**config.mk**
```make
export PLATFORM = sky130hd
export DESIGN_NAME = modport_fifo
export DESIGN_NICKNAME = d
export VERILOG_FILES = /design/src/rtl/fifo_pkg.sv /design/src/rtl/fifo_mem.sv /design/src/rtl/modport_fifo.sv
export SDC_FILE = /design/constraint.sdc
export NUM_CORES = 1
export LEC_CHECK = 0
export BUFFER_PORTS_ARGS = -buffer_cell sky130_fd_sc_hd__buf_2
export CELL_PAD_IN_SITES_DETAIL_PLACEMENT = 0
export CELL_PAD_IN_SITES_GLOBAL_PLACEMENT = 1
export CORE_UTILIZATION = 40
export CTS_BUF_LIST = sky130_fd_sc_hd__clkbuf_16
export DETAILED_ROUTE_END_ITERATION = 12
export PLACE_DENSITY_LB_ADDON = 0.1
export SLEW_MARGIN = 40
export SYNTH_ARGS = -nofsm -noshare
export SYNTH_HDL_FRONTEND = slang
export SYNTH_SLANG_ARGS = --single-unit
```
**constraint.sdc**
```tcl
create_clock -name clk -period 2.6 [get_ports clk]
set_input_delay 0.26 -clock clk [delete_from_list [all_inputs] [get_ports clk]]
set_output_delay 0.26 -clock clk [all_outputs]
set_load 0.1 [all_outputs]
```
**src/rtl/fifo_pkg.sv**
```systemverilog
// Shared defaults and types for the synchronous FIFO slice.
// Pointer width and data type follow the default geometry.
package fifo_pkg;

    localparam int unsigned FIFO_DEPTH = 16;
    localparam int unsigned FIFO_WIDTH = 8;
    localparam int unsigned PTR_W      = $clog2(FIFO_DEPTH);

    typedef logic [FIFO_WIDTH-1:0] data_t;

endpackage

```
**src/rtl/fifo_mem.sv**
```systemverilog
// DEPTH x WIDTH register array: synchronous write, registered read.
// Storage is never reset; only the read register clears.
module fifo_mem
    import fifo_pkg::*;
#(
    parameter int unsigned DEPTH = FIFO_DEPTH,
    parameter int unsigned WIDTH = FIFO_WIDTH,
    parameter int unsigned AW    = $clog2(DEPTH)
) (
    input  logic             clk,
    input  logic             rst,
    input  logic             wr_en,
    input  logic [AW-1:0]    wr_addr,
    input  logic [WIDTH-1:0] wr_data,
    input  logic             rd_en,
    input  logic [AW-1:0]    rd_addr,
    output logic [WIDTH-1:0] rd_data
);

    logic [WIDTH-1:0] mem [DEPTH];

    always_ff @(posedge clk) begin
        if (wr_en) begin
            mem[wr_addr] <= wr_data;
        end
    end

    // Read register holds its value whenever no read is accepted.
    always_ff @(posedge clk or negedge rst) begin
        if (!rst) begin
            rd_data <= '0;
        end else if (rd_en) begin
            rd_data <= mem[rd_addr];
        end
    end

endmodule

```
**src/rtl/modport_fifo.sv**
```systemverilog
// Single-clock FIFO: pointers, occupancy count and error flags around fifo_mem.
// All outputs come from registers or are decoded from the registered count.
module modport_fifo
    import fifo_pkg::*;
#(
    parameter int unsigned DEPTH = FIFO_DEPTH,
    parameter int unsigned WIDTH = FIFO_WIDTH
) (
    input  logic             clk,
    input  logic             rst,
    input  logic             write_enable,
    input  logic             read_enable,
    input  logic [WIDTH-1:0] data_in,
    output logic [WIDTH-1:0] data_out,
    output logic             full,
    output logic             empty,
    output logic             overflow,
    output logic             underflow,
    output logic             overrun,
    output logic             underrun
);

    localparam int unsigned AW = $clog2(DEPTH);
    localparam int unsigned CW = AW + 1;
    localparam logic [CW-1:0] CNT_FULL = CW'(DEPTH);

    logic [AW-1:0] wr_ptr;
    logic [AW-1:0] rd_ptr;
    logic [CW-1:0] count;
    logic          wr_acc;
    logic          rd_acc;

    assign full  = (count == CNT_FULL);
    assign empty = (count == '0);

    // A full FIFO is never empty, so a concurrent read always frees the slot.
    always_comb begin
        wr_acc = write_enable && (!full || read_enable);
        rd_acc = read_enable && !empty;
    end

    always_ff @(posedge clk or negedge rst) begin
        if (!rst) begin
            wr_ptr <= '0;
            rd_ptr <= '0;
            count  <= '0;
        end else begin
            if (wr_acc) begin
                wr_ptr <= wr_ptr + AW'(1);
            end
            if (rd_acc) begin
                rd_ptr <= rd_ptr + AW'(1);
            end
            case ({wr_acc, rd_acc})
                2'b10:   count <= count + CW'(1);
                2'b01:   count <= count - CW'(1);
                default: count <= count;
            endcase
        end
    end

    always_ff @(posedge clk or negedge rst) begin
        if (!rst) begin
            overflow  <= 1'b0;
            underflow <= 1'b0;
            overrun   <= 1'b0;
            underrun  <= 1'b0;
        end else begin
            overflow  <= write_enable && !wr_acc;
            underflow <= read_enable && !rd_acc;
            overrun   <= overrun  || (write_enable && !wr_acc);
            underrun  <= underrun || (read_enable && !rd_acc);
        end
    end

    fifo_mem #(
        .DEPTH (DEPTH),
        .WIDTH (WIDTH),
        .AW    (AW)
    ) u_mem (
        .clk     (clk),
        .rst     (rst),
        .wr_en   (wr_acc),
        .wr_addr (wr_ptr),
        .wr_data (data_in),
        .rd_en   (rd_acc),
        .rd_addr (rd_ptr),
        .rd_data (data_out)
    );

endmodule

```
# == Word-level counts from Yosys, hierarchy flattened ==
# Memories as Yosys holds them, arrays and structs flattened. A register that Yosys moved wholly into a read port is not among the register bits.
# Cells that the tools add are included.
# totals
register_bits,17
ramBits,128
inputBits,12
output_inout_bits,14
memories,1
# memory_table
name,words,word_bits,rd,rd_clocked_by_memory_dff,write_ports,line,rtl
u_mem.mem,16,8,1,1,1,fifo_mem.sv:20,logic [WIDTH-1:0] mem [DEPTH];
# classes
addsub,4
n_eq_ne,3
mux,3
reduce_logical,14
# op_table
operator,count
$pmux W5 S2,1
$add A4 B1 Y4 const B,2
$add A5 B1 Y5 const B,1
$eq A5 B5 Y1 const B,1
$logic_not A1 Y1,5
$logic_not A5 Y1,1
$sub A5 B1 Y5 const B,1
$logic_and A1 B1 Y1,4
$logic_or A1 B1 Y1,3
$eq A2 B1 Y1 const B,1
$eq A2 B2 Y1 const B,1
$mux W1,2
$reduce_bool A2 Y1,1

# == Longest topological paths before layout ==
# logic_depth
word_depth,7
ltp_mapped,13
ltp_nobuf,12

# == By module ==
# A second synthesis with hierarchy kept.
# unflattened
hier_cells,317
area_unflattened_um2,6214.7
# modules_own_cells
module,instances,cells_each,area_each_um2,seq_area_each_um2
fifo_mem,1,240,5331.4,4043.9
modport_fifo,1,77,883.3,425.4

# == Worst setup path before layout ==
# Ideal clock, no wire load.
# synth_timing
path_type,register to register
from,register count[1]
to,register count[4]
setup_ps,123
t_arrival_ps,3162
required_time_ps,2477
slack_ps,-684
path_stages_with_launch,12
n_path_buf,0
synth_period_minus_slack_ps,3284
cell_sequence,dfrtp_1 -> nor4_2 -> and2b_1 -> nand2b_4 -> inv_2 -> ha_1 -> ha_1 -> nor2b_1 -> o21ai_1 -> a21oi_1 -> or3b_1 -> xnor2_1
# synth_rtl
item,line,rtl
from (decl),modport_fifo.sv:29,logic [CW-1:0] count;
from (signal assigned),modport_fifo.sv:55,2'b10: count <= count + CW'(1);
from (signal assigned),modport_fifo.sv:56,2'b01: count <= count - CW'(1);
from (signal assigned),modport_fifo.sv:57,default: count <= count;
$logic_not A5 Y1 *,modport_fifo.sv:34,assign empty = (count == '0);
net empty,modport_fifo.sv:16,"output logic empty,"
$logic_not A1 Y1 *,modport_fifo.sv:39,rd_acc = read_enable && !empty;
$logic_and A1 B1 Y1 *,modport_fifo.sv:39,
net rd_acc,modport_fifo.sv:31,logic rd_acc;
$eq A2 B1 Y1 or $eq A2 B2 Y1 (tied branches),modport_fifo.sv:54,"case ({wr_acc, rd_acc})"
$pmux W5 S2 or $reduce_bool A2 Y1 (tied branches),-,
# The timed path passes the listed nets; every way through them passes the cells marked *.
# A chain may end at the register's enable or synchronous reset.

# == Worst setup path after layout ==
# layout_timing
from,register count[1]
to,register count[4]
# layout_between
elab_chain_cells,6
# layout_lines
item,line,rtl
$eq A5 B5 Y1,modport_fifo.sv:33,assign full = (count == CNT_FULL);
$logic_not A1 Y1,modport_fifo.sv:38,wr_acc = write_enable && (!full || read_enable);
$logic_or A1 B1 Y1,modport_fifo.sv:38,
$logic_and A1 B1 Y1,modport_fifo.sv:38,
$eq A2 B1 Y1 or $eq A2 B2 Y1 (tied branches),modport_fifo.sv:54,
$pmux W5 S2 or $reduce_bool A2 Y1 (tied branches),-,
# Several ways; a longest one is shown, not always the timed one.

==> summary.md <==
| Metric | Value |
|---|---|
| H-tree depth | 4 |
| Filler instances | 1,221 |
| First-pass GRT wire length | 19,290 microns |
| Antenna diodes | 0 |
| Fin util | 49.08% |
| Share of layout cells above drive strength 1 | 33.77% |
| GP Congestion | 0.7180 |
| Clock Skews | 0.005569 ns |
| Grt ovf | 0 |
| Period minus WS final | 2.536 ns |
| Max IR drop VDD | 553.7 uV |
| XOR/XNOR share of the synthesized area | 1.430% |
| CTS tree | done |
| Worst-Skew Late Latency | 0.42 ns |
| Worst Setup SP | count[1]$_DFFE_PN0P_ |
| DRT Pass-1 Iters | 4 |
| Gate Count Post-Synth | 317 |
| Hold_ws | 0.08361 ns |
| Antenna violations before repair | 0 |
| EDFF count, synth | 128 |
| Hold path depth | 2 |
| Routed Antenna Nets | 0 |
| Final instance area | 7241 sq um |
| RSZ-0062 raised after global routing | yes |
| Adder-cell share of the synthesized area | 2.165% |
| Area grow syn2layout | 18.20% |
| Startpoint Class | flip-flop |
| Crit end category | flip-flop |
| Vias in the first global route | 3,136 |
| CTS Buf Count | 17 |
| Pwr/cell area | 1196 nW/um^2 |
| FF-to-FF path depth | 12 |
| Die H | 125.8 microns |
| Flop-to-flop setup slack | 0.06 ns |
| Synth top area cells | edfxtp_1 (63%), mux4_2 (11%), dfrtp_1 (10%) |
| Largest family of logic cells by synthesized area | multiplexers |
| DRC Markers | 0 |
| Area after DPL | 6590 sq um |
| Yosys top cell by area | edfxtp_1 |
| Mapped cell area | 6126 sq um |
| Grt met2 use | 27.97% |
| R2r endpoint | count[4]$_DFFE_PN0P_ |
| Multi-input combinational cell area | 1580 sq um |
| Area fraction in and, or, nand and nor cells after synthesis | 4.371% |
| Largest net degree at the start of global routing | 35 |
| Worst EP arrival | 2.84 ns |
| Sequential-to-total area share from yosys stat | 72.96% |
| Gr busiest metal | met2 |
| Vias | 2,950 |
| CP required | 2.90 ns |
| Met1 Usage GRT | 22.76% |
| Status | completed |
| Worst-Margin Slew | 0.7630 ns |
| Post-synthesis mux area share | 14.56% |
| TritonCTS Sinks | 153 |
| Period Utilization, post-route | 97.55% |
| Max Clk Rate | 394.3 MHz |
| Worst rel slew slack | 48.74% |
| Pleak | 2.547 nW |
| Root Buffer Master | clkbuf_16 |
| Total power draw | 8.659 mW |
| Post-synth top area share | 62.75% |
| Count of state elements after synthesis | 153 |
| Main synth FF type | edfxtp_1 |
| Syn_nets | 339 |
| Ys async rst share | 16.34% |
| Hold Crit Class | in -> reg |
| Yosys Warn Count | 0 |
| Post-DP HPWL | 7737 microns |
| Reg area | 4469 sq um |
| Setup slack at placement | 0.02664 ns |
| Grt met3 use | 3.483% |
| Die area | 15,810 sq um |
| Hold path start | read_enable |
| Chip width | 125.8 microns |
| DR vias/cell | 5.240 |
| Core ar. | 14,750 sq um |
| Cell Rows | 44 |
| I/O Buffers | 25 |
| Clock-pin slew on the worst setup and hold paths | 0.06 ns |
| GRT Resource Usage Total | 17.17% |
| Final Max Tran Viols | 0 |
| DRT Wirelength | 12,250 microns |
| Max-Cap Viols | 0 |
| Hold endpoint | overflow$_DFF_PN0_ |
| Deepest clock path buffer count | 2 |
| Average size of a mapped cell | 19.32 sq um |
| Starting DRC count in detailed routing | 155 |
| Final hold vios | 0 |
| # setup viols final | 0 |
| Start of the worst register-to-register path | count[1]$_DFFE_PN0P_ |
| Wirelength per Cell | 21.75 microns |
| Starting Density | 41.52% |
| Crit path kind | reg -> reg |
| IO Pins | 26 |
| Total Nets Final | 388 |
| Synth cell types | 39 |
| Post-route setup slack | 0.06360 ns |
| Worst-path maximum fanout | 4 |
| Compound-gate portion of the synthesized area | 2.226% |
==> cells in the final DEF (no fill, tap or decap), drive strengths merged, types with 4 or more instances in the layout <==
cell type,synthesis,final
edfxtp,128,128
buf,14,45
mux4,32,32
dfrtp,25,25
nand2,21,21
clkbuf,2,17
mux2i,16,16
nor2,13,13
inv,9,11
ha,9,9
xnor2,8,8
o221ai,7,7
clkinv,0,7
nor3,4,4
nand2b,4,4
o21ai,4,4
==> power breakdown <==
part,internal (mW),switching (mW),total [mW]
sequential,3.05,0.220,3.27
clock,1.51,0.975,2.48
combinational,1.11,1.79,2.90
total,5.67,2.99,8.66
==> worst max-delay path: stages, from the launching register on <==
cell     delay, ns
dfrtp_1       0.41
nor4_4        0.30
nand2_1       0.10
o21a_1        0.22
inv_2         0.06
ha_4          0.16
inv_4         0.04
fa_2          0.34
nor2b_1       0.12
o21ai_1       0.09
nand3_1       0.08
or3b_1        0.36
xnor2_1       0.13
==> worst max-delay path by stage <==
stage | slack, ns | endpoint
floorplan | -0.12 | count[4]$_DFFE_PN0P_
global placement | 0.06 | count[4]$_DFFE_PN0P_
detailed placement | 0.03 | count[4]$_DFFE_PN0P_
CTS | 0.008 | count[4]$_DFFE_PN0P_
global route | -0.12 | count[4]$_DFFE_PN0P_
finish | 0.06 | count[4]$_DFFE_PN0P_
==> cell type report <==
cell class / count / area share, %
sequential: 153 / 61.72
multi-input combinational: 139 / 21.82
clock buffer: 17 / 5.875
timing repair buffer: 46 / 4.458
tap: 184 / 3.180
clock inverter: 15 / 2.402
inverter: 9 / 0.5357
==> synth_stat cells, types with 4 or more instances <==
| cell | number |
|---|---|
| xnor2_1 | 8 |
| nor3_1 | 4 |
| ha_1 | 9 |
| buf_6 | 4 |
| o221ai_1 | 7 |
| dfrtp_1 | 25 |
| nand2_1 | 20 |
| mux4_2 | 29 |
| buf_2 | 7 |
| mux2i_1 | 16 |
| nor2_1 | 13 |
| inv_1 | 8 |
| edfxtp_1 | 128 |
==> stage by stage <==
step	TNS, ns	instances
finish	0	563
global route	-0.1205	563
CTS	0	559
detailed placement	0	526
global placement	0	526
floorplan	-0.1238	317
==> flip-flops by register name, indices dropped and copies added, names as in the netlist <==
name,flops
overrun,1
rd_ptr,4
u_mem.rd_data,8
u_mem.mem,128
overflow,1
underflow,1
wr_ptr,4
underrun,1
count,5
==> per-layer routing <==
layer  part of all wire [%]  vias up
met1                     48     1545
met5                      0        -
met4                    1.4        0
met2                     49       42
met3                    2.3       14
li1                       -     1349
==> repair_timing <==
item                                   4_1_cts  5_1_grt
setup buffers                                0        4
hold buffers                                 1        0
gates resized for setup                      0        3
setup endpoints to repair                    0        1
endpoints found under the hold margin       25        0
==> cell families after synthesis <==
group | after synthesis
simple gates | 54
xor+xnor | 10
mux | 48
buf+inv | 25
compound gates | 17
flops | 153
fa+ha+maj | 10
Power figures use the tool's default switching activity.
